`src/rtl/serial_sub_pkg.sv`:
```
// Shared types for the bit-serial subtractor.
// Optional overflow output enabled by SERIAL_SUB_OVF_EN.
package serial_sub_pkg;

  typedef enum logic [1:0] {
    IDLE  = 2'd0,
    SHIFT = 2'd1,
    DONE  = 2'd2
  } state_t;

endpackage

```
`src/rtl/serial_subtractor_cell.sv`:
```
// Full-subtractor cell built from two half subtractors and an OR.
// Used as the per-bit datapath of serial_subtractor.
module half_subtractor (
  input  logic a,
  input  logic b,
  output logic d,
  output logic bo
);
  assign d  = a ^ b;
  assign bo = ~a & b;
endmodule

module full_subtractor_cell (
  input  logic a,
  input  logic b,
  input  logic bin,
  output logic d,
  output logic bout
);
  logic d1;
  logic b1;
  logic b2;

  half_subtractor u_hs0 (
    .a (a),
    .b (b),
    .d (d1),
    .bo(b1)
  );

  half_subtractor u_hs1 (
    .a (d1),
    .b (bin),
    .d (d),
    .bo(b2)
  );

  assign bout = b1 | b2;
endmodule

```
`src/rtl/serial_subtractor.sv`:
```
// Bit-serial a - b, LSB first, start/busy/done handshake.
// Define SERIAL_SUB_OVF_EN to add the signed overflow output.
module serial_subtractor
  import serial_sub_pkg::*;
#(
  parameter int WIDTH = 8
) (
  input  logic             clk,
  input  logic             rst,
  input  logic             start,
  input  logic [WIDTH-1:0] a,
  input  logic [WIDTH-1:0] b,
  output logic             busy,
  output logic             done,
  output logic [WIDTH-1:0] diff,
  output logic             borrow_out
`ifdef SERIAL_SUB_OVF_EN
  ,
  output logic             overflow
`endif
);

  localparam int CW = $clog2(WIDTH);
  localparam logic [CW-1:0] LAST = CW'(WIDTH - 1);

  state_t           state;
  logic [WIDTH-1:0] a_sh;
  logic [WIDTH-1:0] b_sh;
  logic [WIDTH-1:0] res_sh;
  logic [CW-1:0]    cnt;
  logic             bf;
  logic             d;
  logic             bn;
  logic             accept;

`ifdef SERIAL_SUB_OVF_EN
  logic a_msb;
  logic b_msb;
`endif

  full_subtractor_cell u_cell (
    .a   (a_sh[0]),
    .b   (b_sh[0]),
    .bin (bf),
    .d   (d),
    .bout(bn)
  );

  // DONE is not busy, so a start there is accepted back-to-back
  assign accept = start && (state != SHIFT);

  always_ff @(posedge clk) begin
    if (rst) begin
      state      <= IDLE;
      busy       <= 1'b0;
      done       <= 1'b0;
      diff       <= '0;
      borrow_out <= 1'b0;
      a_sh       <= '0;
      b_sh       <= '0;
      res_sh     <= '0;
      cnt        <= '0;
      bf         <= 1'b0;
`ifdef SERIAL_SUB_OVF_EN
      overflow   <= 1'b0;
      a_msb      <= 1'b0;
      b_msb      <= 1'b0;
`endif
    end else begin
      done <= 1'b0;
      if (accept) begin
        state <= SHIFT;
        busy  <= 1'b1;
        a_sh  <= a;
        b_sh  <= b;
        bf    <= 1'b0;
        cnt   <= '0;
`ifdef SERIAL_SUB_OVF_EN
        a_msb <= a[WIDTH-1];
        b_msb <= b[WIDTH-1];
`endif
      end else if (state == SHIFT) begin
        a_sh   <= a_sh >> 1;
        b_sh   <= b_sh >> 1;
        res_sh <= {d, res_sh[WIDTH-1:1]};
        bf     <= bn;
        cnt    <= cnt + 1'b1;
        if (cnt == LAST) begin
          state      <= DONE;
          busy       <= 1'b0;
          done       <= 1'b1;
          diff       <= {d, res_sh[WIDTH-1:1]};
          borrow_out <= bn;
`ifdef SERIAL_SUB_OVF_EN
          overflow   <= (a_msb ^ b_msb) & (d ^ a_msb);
`endif
        end
      end else begin
        state <= IDLE;
      end
    end
  end

endmodule

```
`config.mk`:
```
export PLATFORM = sky130hd
export DESIGN_NAME = serial_subtractor
export DESIGN_NICKNAME = d
export VERILOG_FILES = /design/src/rtl/serial_sub_pkg.sv /design/src/rtl/serial_subtractor_cell.sv /design/src/rtl/serial_subtractor.sv
export SDC_FILE = /design/constraint.sdc
export NUM_CORES = 1
export LEC_CHECK = 0
export CAP_MARGIN = 20
export CORE_ASPECT_RATIO = 0.8
export CORE_MARGIN = 4
export CORE_UTILIZATION = 45
export DETAILED_ROUTE_END_ITERATION = 8
export PLACE_DENSITY = 0.71
export SETUP_SLACK_MARGIN = 0.05
export SLEW_MARGIN = 20
export SYNTH_ARGS = -nofsm -noshare
export SYNTH_HDL_FRONTEND = slang
export SYNTH_SLANG_ARGS = --single-unit
```
`constraint.sdc`:
```
create_clock -name clk -period 1.6 [get_ports clk]
set_input_delay 0.32 -clock clk [delete_from_list [all_inputs] [get_ports clk]]
set_output_delay 0.32 -clock clk [all_outputs]
set_load 0.005 [all_outputs]
```
==> results of run 1 <==
==> cell families (layout without fill, tap and decap cells) <==
kind of cell / count (synthesis) / in the layout / share of synthesized area
buffers and inverters: 15 / 42 / 0.04742
AOI/OAI and AO/OA: 36 / 36 / 0.1726
DFF: 40 / 40 / 0.4741
and+or+nand+nor: 64 / 64 / 0.1770
adders and majority gates: 4 / 4 / 0.03408
muxes: 16 / 16 / 0.09481
==> worst reg2reg max path, cell delays in order (launching register included) <==
cell      delay, ps
dfxtp_1         320
ha_1            220
ha_1            220
nand3b_1        300
nand2_1         110
a21oi_1         160
==> layout make-up <==
| cell class | instances | share of cell area |
|---|---|---|
| Multi-Input combinational cell | 120 | 0.3861 |
| Clock buffer | 6 | 0.03450 |
| Timing Repair Buffer | 33 | 0.1678 |
| Tap cell | 42 | 0.02499 |
| Sequential cell | 40 | 0.3807 |
| Inverter | 2 | 0.003569 |
| Clock inverter | 1 | 0.002380 |
==> sequential cells by signal (all words and copies together) (netlist names) <==
name        cells
res_sh          7
done            1
cnt             3
bf              1
a_sh            8
b_sh            8
borrow_out      1
busy            1
state           2
diff            8
==> power breakdown <==
part           internal, mW  switching (mW)  total (mW)  leakage, nW
logic                 0.135           0.130       0.265        0.417
clock network         0.296           0.325       0.621       0.0410
registers              1.04          0.0260        1.07        0.327
total                  1.47           0.481        1.96        0.785
==> metal layers <==
metal  part of all wire  up-vias  track usage
met5                  0        -            0
met3              0.032        8      0.04179
met2               0.52       19       0.2643
met4              0.025        0      0.08824
met1               0.43      602       0.1554
li1                   -      649            -
==> cell usage after synthesis <==
| library cell | count | area share |
|---|---|---|
| a211oi_2 | 14 | 0.10 |
| a21oi_1 | 20 | 0.059 |
| fa_1 | 1 | 0.012 |
| nand3b_1 | 4 | 0.018 |
| clkbuf_1 | 2 | 0.0044 |
| buf_4 | 5 | 0.022 |
| buf_2 | 4 | 0.012 |
| and3b_1 | 1 | 0.0052 |
| buf_1 | 2 | 0.0044 |
| a211oi_1 | 1 | 0.0044 |
| mux2i_1 | 16 | 0.095 |
| nand2b_1 | 4 | 0.015 |
| nor3_1 | 2 | 0.0059 |
| nor3b_2 | 2 | 0.015 |
| nand2_1 | 34 | 0.076 |
| nor2_1 | 15 | 0.033 |
| ha_1 | 3 | 0.022 |
| or3_1 | 1 | 0.0037 |
| inv_1 | 2 | 0.0044 |
| a21oi_2 | 1 | 0.0052 |
| dfxtp_1 | 40 | 0.47 |
| and2b_4 | 1 | 0.0059 |
==> stage by stage <==
stage | setup slack [ps] | hold WS (ps) | power [mW] | cells
finish | 131.6 | 444.5 | 1.956 | 244
global route | 61.23 | 467.1 | 2.042 | 244
CTS | 88.84 | 445.7 | 1.983 | 244
detailed placement | 79.30 | 444.9 | 1.361 | 237
global placement | 97.35 | 443.3 | 1.345 | 237
floorplan | 311.3 | 432.1 | 1.266 | 175
==> path summary, 6_finish.rpt <==
check                           cells after the start  slack, ps  endpoint       from
worst max-delay path                                1        130   diff[5]    diff[5]
worst min-delay path                                3        440        bf        rst
worst max register to register                      5        190   diff[1]     cnt[0]
worst min register to register                      2        450   diff[0]  res_sh[1]
==> repair_timing <==
item                       CTS  global route
gates resized for setup      0             1
setup buffers                0             0
setup endpoints to repair    0             6
==> flow_metrics.env, run 1 <==
export IMPL_hold_viol=0
export IMPL_gp_congestion=0.7242
export IMPL_maxSlewViolCount=0
export IMPL_status="completed"
export IMPL_coreArea_mm2=0.003518
export IMPL_setup_violations=0
export IMPL_start_kind="register"
export IMPL_required_ps=1280
export IMPL_syn_area_mm2=0.001689
export IMPL_power_density_mw_per_mm2=929.9
export IMPL_path_max_fanout=2
export IMPL_rsz0062_at_grt="false"
export IMPL_crit_family="buffers and inverters"
export IMPL_grt_pass1_wl_mm=5.692
export IMPL_cts_buffers=5
export IMPL_drt_total_wl_mm=3.300
export IMPL_drive_gt1_frac=0.1535
export IMPL_synth_cells=175
export IMPL_synth_nets=198
export IMPL_yosysSeqAreaShare=0.4741
export IMPL_ff_latch_area_um2=800.8
export IMPL_fp_dieArea_mm2=0.004804
export IMPL_crit_buf_inv=1
export IMPL_cap_violations=0
export IMPL_end_kind="output pin"
export IMPL_p_leak_nw=0.7851
export IMPL_dr_total_vias=1278
export IMPL_antenna_left=0
export IMPL_clk_pin_slew_worst_paths_ps=70
export IMPL_cts_root_buf="clkbuf_8"
export IMPL_fp_dieH_um=62.80
export IMPL_dpl_instance_area_mm2=0.002024
export IMPL_clk_latency_ps=290
export IMPL_min_path_type="primary input to register"
export IMPL_tightest_slew_ps=355.2
export IMPL_drtIter0Drc=68
export IMPL_viasPerCell=5.238
export IMPL_row_count=19
export IMPL_peakVddDrop_uv=427.7
export IMPL_max_slew_margin=0.7625
export IMPL_firstDrtPassIters=4
export IMPL_post_route_min_period_ps=1468
export IMPL_overflow=0
export IMPL_final_area_mm2=0.002103
export IMPL_path_class="register to output pin"
export IMPL_avgSynthCellArea_um2=9.652
export IMPL_cts_hold_buf=0
export IMPL_ctsLongestPathBuffers=2
export IMPL_finalCritPeriodShare=0.9177
export IMPL_critPathSlowestCell="clkdlybuf4s50_1"
export IMPL_die_w_um=76.50
export IMPL_area_growth_synth_to_final_pct=24.52
export IMPL_slowest_delay_ps=510
export IMPL_fill_cells=308
export IMPL_grt_max_degree=41
export IMPL_antenna_found_initial=0
export IMPL_grt_pass1_vias=1352
export IMPL_final_cell_mix="dfxtp_1 (40), nand2_1 (34), clkdlybuf4s50_1 (28), a21oi_1 (20), mux2i_1 (16)"
export IMPL_worstPathArrival_ps=1150
export IMPL_clock_skew_ps=2.755
export IMPL_post_drt_wl_per_cell_um=13.52
export IMPL_port_buffers=29
export IMPL_final_common_cell="dfxtp_1"
export IMPL_cts_tree="yes"
export IMPL_htreeDepth=2
export IMPL_dpl_hpwl_mm=2.223
export IMPL_fin_util=0.5978
export IMPL_nets=225
export IMPL_path_cells="clkdlybuf4s50_1"
export IMPL_clock_sinks=40
export IMPL_max_freq_ghz=0.6810
export IMPL_ys_types=22
export IMPL_yosys_warnings=0
export IMPL_initial_core_util=0.4801
export IMPL_tns_ps=0
export IMPL_grt_use_total=0.1483
export IMPL_multi_input_area_um2=812.0
export IMPL_drcViolationCount=0
export IMPL_ys_seq_elements=40
export IMPL_n_antenna_cell=0
export IMPL_ios=30
Note: power is estimated with default switching activity, not from simulation.
==> inputs of run 2 (changes only) <==
- clock period: 1.6 -> 1.9 ns (I/O delays scaled with it)
==> run 2 against run 1 <==
Effect of this change:
- critical path depth stayed put
- final area decreased by 0.30%
- clock skew grew 4.4 ps
- combinational power decreased by 18%
==> flow_metrics.env, run 2 (synthesized netlist as in run 1, its figures left out) <==
export IMPL_maxSlewViolCount=0
export IMPL_layoutNonFillerInstCount=245
export IMPL_worstPathArrival_ps=1130
export IMPL_drtIter0Drc=35
export IMPL_ctsLongestPathBuffers=2
export IMPL_start_kind="register"
export IMPL_max_slew_margin=0.6783
export IMPL_clock_sinks=40
export IMPL_path_cells="clkdlybuf4s50_1"
export IMPL_antenna_left=0
export IMPL_critPathSlowestCell="clkdlybuf4s50_1"
export IMPL_clk_latency_ps=290
export IMPL_grt_use_total=0.1365
export IMPL_cts_tree="yes"
export IMPL_dpl_instance_area_mm2=0.002019
export IMPL_finalCritPeriodShare=0.7937
export IMPL_total_power_mw=1.622
export IMPL_status="completed"
export IMPL_hold_viol=0
export IMPL_fp_dieArea_mm2=0.004804
export IMPL_r2r_start="cnt[0]"
export IMPL_fin_ws_ps=392.0
export IMPL_cts_resized=0
export IMPL_row_count=19
export IMPL_grt_max_degree=29
export IMPL_fill_cells=314
export IMPL_rsz0062_at_grt="false"
export IMPL_place_inst=238
export IMPL_crit_family="buffers and inverters"
export IMPL_drive_gt1_frac=0.1527
export IMPL_grt_pass1_wl_mm=5.223
export IMPL_gp_congestion=0.7182
export IMPL_final_cell_mix="dfxtp_1 (40), nand2_1 (34), clkdlybuf4s50_1 (28), a21oi_1 (20), mux2i_1 (16)"
export IMPL_area_growth_synth_to_final_pct=24.15
export IMPL_cts_root_buf="clkbuf_8"
export IMPL_path_class="register to output pin"
export IMPL_crit_buf_inv=1
export IMPL_post_cts_buffers=0
export IMPL_r2r_setup_slack_ps=440
export IMPL_cts_buffers=5
export IMPL_ios=30
export IMPL_preCtsSetupSlack_ps=317.6
export IMPL_overflow=0
export IMPL_port_buffers=29
export IMPL_tightest_slew_ps=482.5
export IMPL_peakVddDrop_uv=373.9
export IMPL_hold_start="res_sh[1]"
export IMPL_setup_violations=0
export IMPL_fp_dieH_um=62.80
export IMPL_clk_pin_slew_worst_paths_ps=70
export IMPL_drcViolationCount=0
export IMPL_crit_cells=1
export IMPL_drt_total_wl_mm=2.995
export IMPL_min_path_type="register to register"
export IMPL_final_common_cell="dfxtp_1"
export IMPL_multi_input_area_um2=810.8
export IMPL_cap_violations=0
export IMPL_final_area_mm2=0.002097
export IMPL_grt_pass1_vias=1197
export IMPL_slowest_delay_ps=510
export IMPL_hold_depth=2
export IMPL_end_kind="output pin"
export IMPL_antenna_found_initial=0
export IMPL_max_freq_ghz=0.6631
export IMPL_clock_skew_ps=7.147
export IMPL_required_ps=1520
export IMPL_firstDrtPassIters=4
export IMPL_htreeDepth=2
export IMPL_path_max_fanout=2
export IMPL_p_leak_nw=0.7862
export IMPL_dr_total_vias=1234
export IMPL_initial_core_util=0.4801
export IMPL_rr_worst_depth=5
export IMPL_n_antenna_cell=0
export IMPL_viasPerCell=5.037
export IMPL_tns_ps=0
export IMPL_reg_top3="a_sh x8, b_sh x8, diff x8"
export IMPL_dpl_hpwl_mm=2.149
export IMPL_die_w_um=76.50
export IMPL_min_to="diff[0]"
export IMPL_nets=226
export IMPL_post_drt_wl_per_cell_um=12.22
export IMPL_cts_hold_buf=0
export IMPL_ff_latch_area_um2=800.8
export IMPL_power_density_mw_per_mm2=773.7
export IMPL_r2r_end="borrow_out"
export IMPL_post_route_min_period_ps=1508
export IMPL_coreArea_mm2=0.003518
run 2: worst max-delay path by stage:
stage / start / to / slack (ps)
6_report: borrow_out / borrow_out / 390
5_1_grt: cnt[0] / borrow_out / 270
3_5_place_dp: start / bf / 320
3_3_place_gp: start / bf / 340
2_1_floorplan: cnt[0] / borrow_out / 610
4_1_cts: borrow_out / borrow_out / 370
run 2: power by group:
part / switching, mW / internal (mW)
clock network: 0.256 / 0.249
logic: 0.107 / 0.110
registers: 0.0218 / 0.879
run 2: stage by stage:
step                      hold slack (ps)    util
final                               450.3  0.5960
after global routing                471.0  0.5960
after CTS                           456.6  0.5960
after detailed placement            446.3  0.5740
after global placement              443.2  0.5740
after floorplan                     432.1       -
run 2: area by class of cell:
class / count / area share
Clock buffer: 6 / 0.03461
Clock inverter: 1 / 0.002387
Inverter: 2 / 0.003580
Multi-Input combinational cell: 120 / 0.3866
Sequential cell: 40 / 0.3819
Tap cell: 42 / 0.02506
Timing Repair Buffer: 34 / 0.1659
run 2: layer usage:
layer  part of all wire  vias up  track usage
met4              0.015        0      0.04751
li1                   -      647            -
met5                  0        -            0
met2               0.49       18       0.2314
met3              0.047        7      0.06052
met1               0.45      562       0.1522
==> inputs of run 3 (changes only) <==
- PLACE_DENSITY: 0.71 -> 0.74
- clock period: 1.9 -> 1.2 ns (I/O delays scaled with it)
==> run 3 against run 2 <==
Effect of this change:
- the run now ends with setup timing left
- power grew 70%
- highest routed layer unchanged
- final area grew 11%
- sequential share of layout area shrank 3.1 points
- first-iteration DRC count grew 120%
- die area is the same
- sequential power grew 59%
- clock skew grew 3.2 ps
- critical endpoint is now diff[1]
- clock-buffer cell count is the same
- hold slack lost 90 ps
- via count grew 7.0%
==> flow_metrics.env, run 3 (synthesized netlist as in run 1, its figures left out) <==
export IMPL_status="finished, violations left"
export IMPL_failed_checks="setup timing"
export IMPL_hold_viol=0
export IMPL_final_common_cell="nand2_1"
export IMPL_htreeDepth=2
export IMPL_finalCritPeriodShare=1.038
export IMPL_grt_use_total=0.1449
export IMPL_nets=236
export IMPL_clock_skew_ps=10.37
export IMPL_drt_total_wl_mm=3.290
export IMPL_path_max_fanout=10
export IMPL_critPathSlowestCell="dfxtp_2"
export IMPL_die_w_um=76.50
export IMPL_grt_pass1_vias=1308
export IMPL_cts_tree="yes"
export IMPL_power_internal_mw=2.069
export IMPL_drtIter0Drc=78
export IMPL_r2r_setup_slack_ps=-50
export IMPL_fp_dieArea_mm2=0.004804
export IMPL_max_slew_margin=0.8685
export IMPL_drcViolationCount=0
export IMPL_end_kind="register"
export IMPL_n_antenna_cell=0
export IMPL_tightest_slew_ps=191.8
export IMPL_peakVddDrop_uv=881.2
export IMPL_grt_max_degree=41
export IMPL_final_area_mm2=0.002323
export IMPL_fill_cells=270
export IMPL_row_count=19
export IMPL_port_buffers=29
export IMPL_power_density_mw_per_mm2=1190
export IMPL_required_ps=1370
export IMPL_r2r_end="diff[1]"
export IMPL_hold_start="rst"
export IMPL_max_freq_ghz=0.8026
export IMPL_clockPowerShare=0.339
export IMPL_post_route_min_period_ps=1246
export IMPL_drive_gt1_frac=0.3364
export IMPL_pwr_share_comb=0.143
export IMPL_dpl_hpwl_mm=2.186
export IMPL_fin_ws_ps=-45.98
export IMPL_gp_congestion=0.7150
export IMPL_worstPathArrival_ps=1420
export IMPL_cts_buffers=5
export IMPL_r2r_start="cnt[1]"
export IMPL_antenna_left=0
export IMPL_hold_depth=3
export IMPL_path_cells="ha_4, ha_4, and3b_2, buf_12, nand2_1, a21oi_2"
export IMPL_coreArea_mm2=0.003518
export IMPL_reg_top3="a_sh x8, b_sh x8, diff x8"
export IMPL_cts_root_buf="clkbuf_8"
export IMPL_area_growth_synth_to_final_pct=37.56
export IMPL_start_kind="register"
export IMPL_min_path_type="primary input to register"
export IMPL_dpl_instance_area_mm2=0.002125
export IMPL_rsz0062_at_grt="true"
export IMPL_initial_core_util=0.4801
export IMPL_critPathMostFrequentCell="ha_4"
export IMPL_maxSlewViolCount=0
export IMPL_dr_total_vias=1320
export IMPL_grt_pass1_wl_mm=5.526
export IMPL_firstDrtPassIters=4
export IMPL_pwr_share_seq=0.518
export IMPL_clk_latency_ps=290
export IMPL_final_cell_mix="nand2_1 (32), dfxtp_1 (29), clkdlybuf4s50_1 (17), a211oi_2 (15)"
export IMPL_antenna_found_initial=0
export IMPL_fp_dieH_um=62.80
export IMPL_clock_sinks=40
export IMPL_p_leak_nw=0.9052
export IMPL_ios=30
export IMPL_cap_violations=0
export IMPL_cts_hold_buf=0
export IMPL_crit_buf_inv=1
export IMPL_clk_pin_slew_worst_paths_ps=80
export IMPL_overflow=0
export IMPL_setup_violations=9
export IMPL_min_to="diff[6]"
export IMPL_path_class="register to register"
export IMPL_viasPerCell=5.156
export IMPL_ctsLongestPathBuffers=2
export IMPL_preCtsSetupSlack_ps=-238.5
export IMPL_p_switching_uw=695.4
export IMPL_swShare=0.2516
export IMPL_crit_family="flip-flops"
export IMPL_slowest_delay_ps=340
export IMPL_post_drt_wl_per_cell_um=12.85
export IMPL_rr_worst_depth=6
export IMPL_total_power_mw=2.764
==> run 3: changes by cell type in the layout (fill, tap and decap cells not counted), sizes merged <==
cell / change
dlygate4sd2: +9
clkdlybuf4s15: +2
buf: +10
clkdlybuf4s50: -11
inv: +1
==> run 3: tightest hold or removal path, cell delays in order <==
cell     delay, ps
buf_2          100
buf_12         230
a21oi_2         40
==> run 3: repair_timing <==
item | in CTS | in global routing
resized for setup | 23 | 22
pin swaps | 1 | 3
cloned | 0 | 1
endpoints found under the setup margin | 23 | 21
setup buffers | 0 | 2
==> run 3: worst max-delay path by stage <==
stage          slack [ps]          to   start  depth (start not counted)
5_1_grt              -110  borrow_out  cnt[1]                          6
2_1_floorplan          30  borrow_out  cnt[1]                          6
3_3_place_gp         -180          bf   start                          4
4_1_cts               -50  borrow_out  cnt[1]                          6
6_report              -50     diff[1]  cnt[1]                          6
3_5_place_dp         -240     a_sh[6]   start                          4
==> run 3: final cells by class <==
class                      instances  area [um2]  share of cell area
clock inverter                     2       13.76            0.005924
clock buffer                       6       82.58             0.03554
tap                               42       52.55             0.02262
sequential                        40       814.5              0.3506
multi-input combinational        120       899.6              0.3872
inverter                           2       7.507            0.003231
timing repair buffer              44       452.9              0.1949
==> run 3: through the flow <==
stage / hold slack, ps / cells / setup TNS (ps) / utilization
final: 359.8 / 256 / -288.1 / 0.6604
after global routing: 371.4 / 256 / -719.2 / 0.6604
after CTS: 356.5 / 253 / -145.8 / 0.6341
after detailed placement: 452.1 / 245 / -3597 / 0.6038
after global placement: 440.9 / 245 / -2962 / 0.6038
after floorplan: 432.1 / 175 / 0 / -
==> run 3: layer usage <==
metal | track usage | wire [um] | part of all wire | vias to the layer above
li1 | - | - | - | 675
met5 | 0 | 0 | 0 | -
met3 | 0.05187 | 168 | 0.051 | 8
met1 | 0.1545 | 1456 | 0.44 | 612
met4 | 0.08371 | 68 | 0.021 | 0
met2 | 0.2478 | 1596 | 0.49 | 25
==> run 3: power by group through the flow <==
| stage | combinational (mW) | sequential [mW] | clock [mW] |
|---|---|---|---|
| after floorplan | 0.242 | 1.45 | 0 |
| after global placement | 0.350 | 1.45 | 0 |
| after detailed placement | 0.364 | 1.46 | 0 |
| after CTS | 0.370 | 1.43 | 0.959 |
| after global routing | 0.432 | 1.44 | 1.01 |
| final | 0.396 | 1.43 | 0.936 |
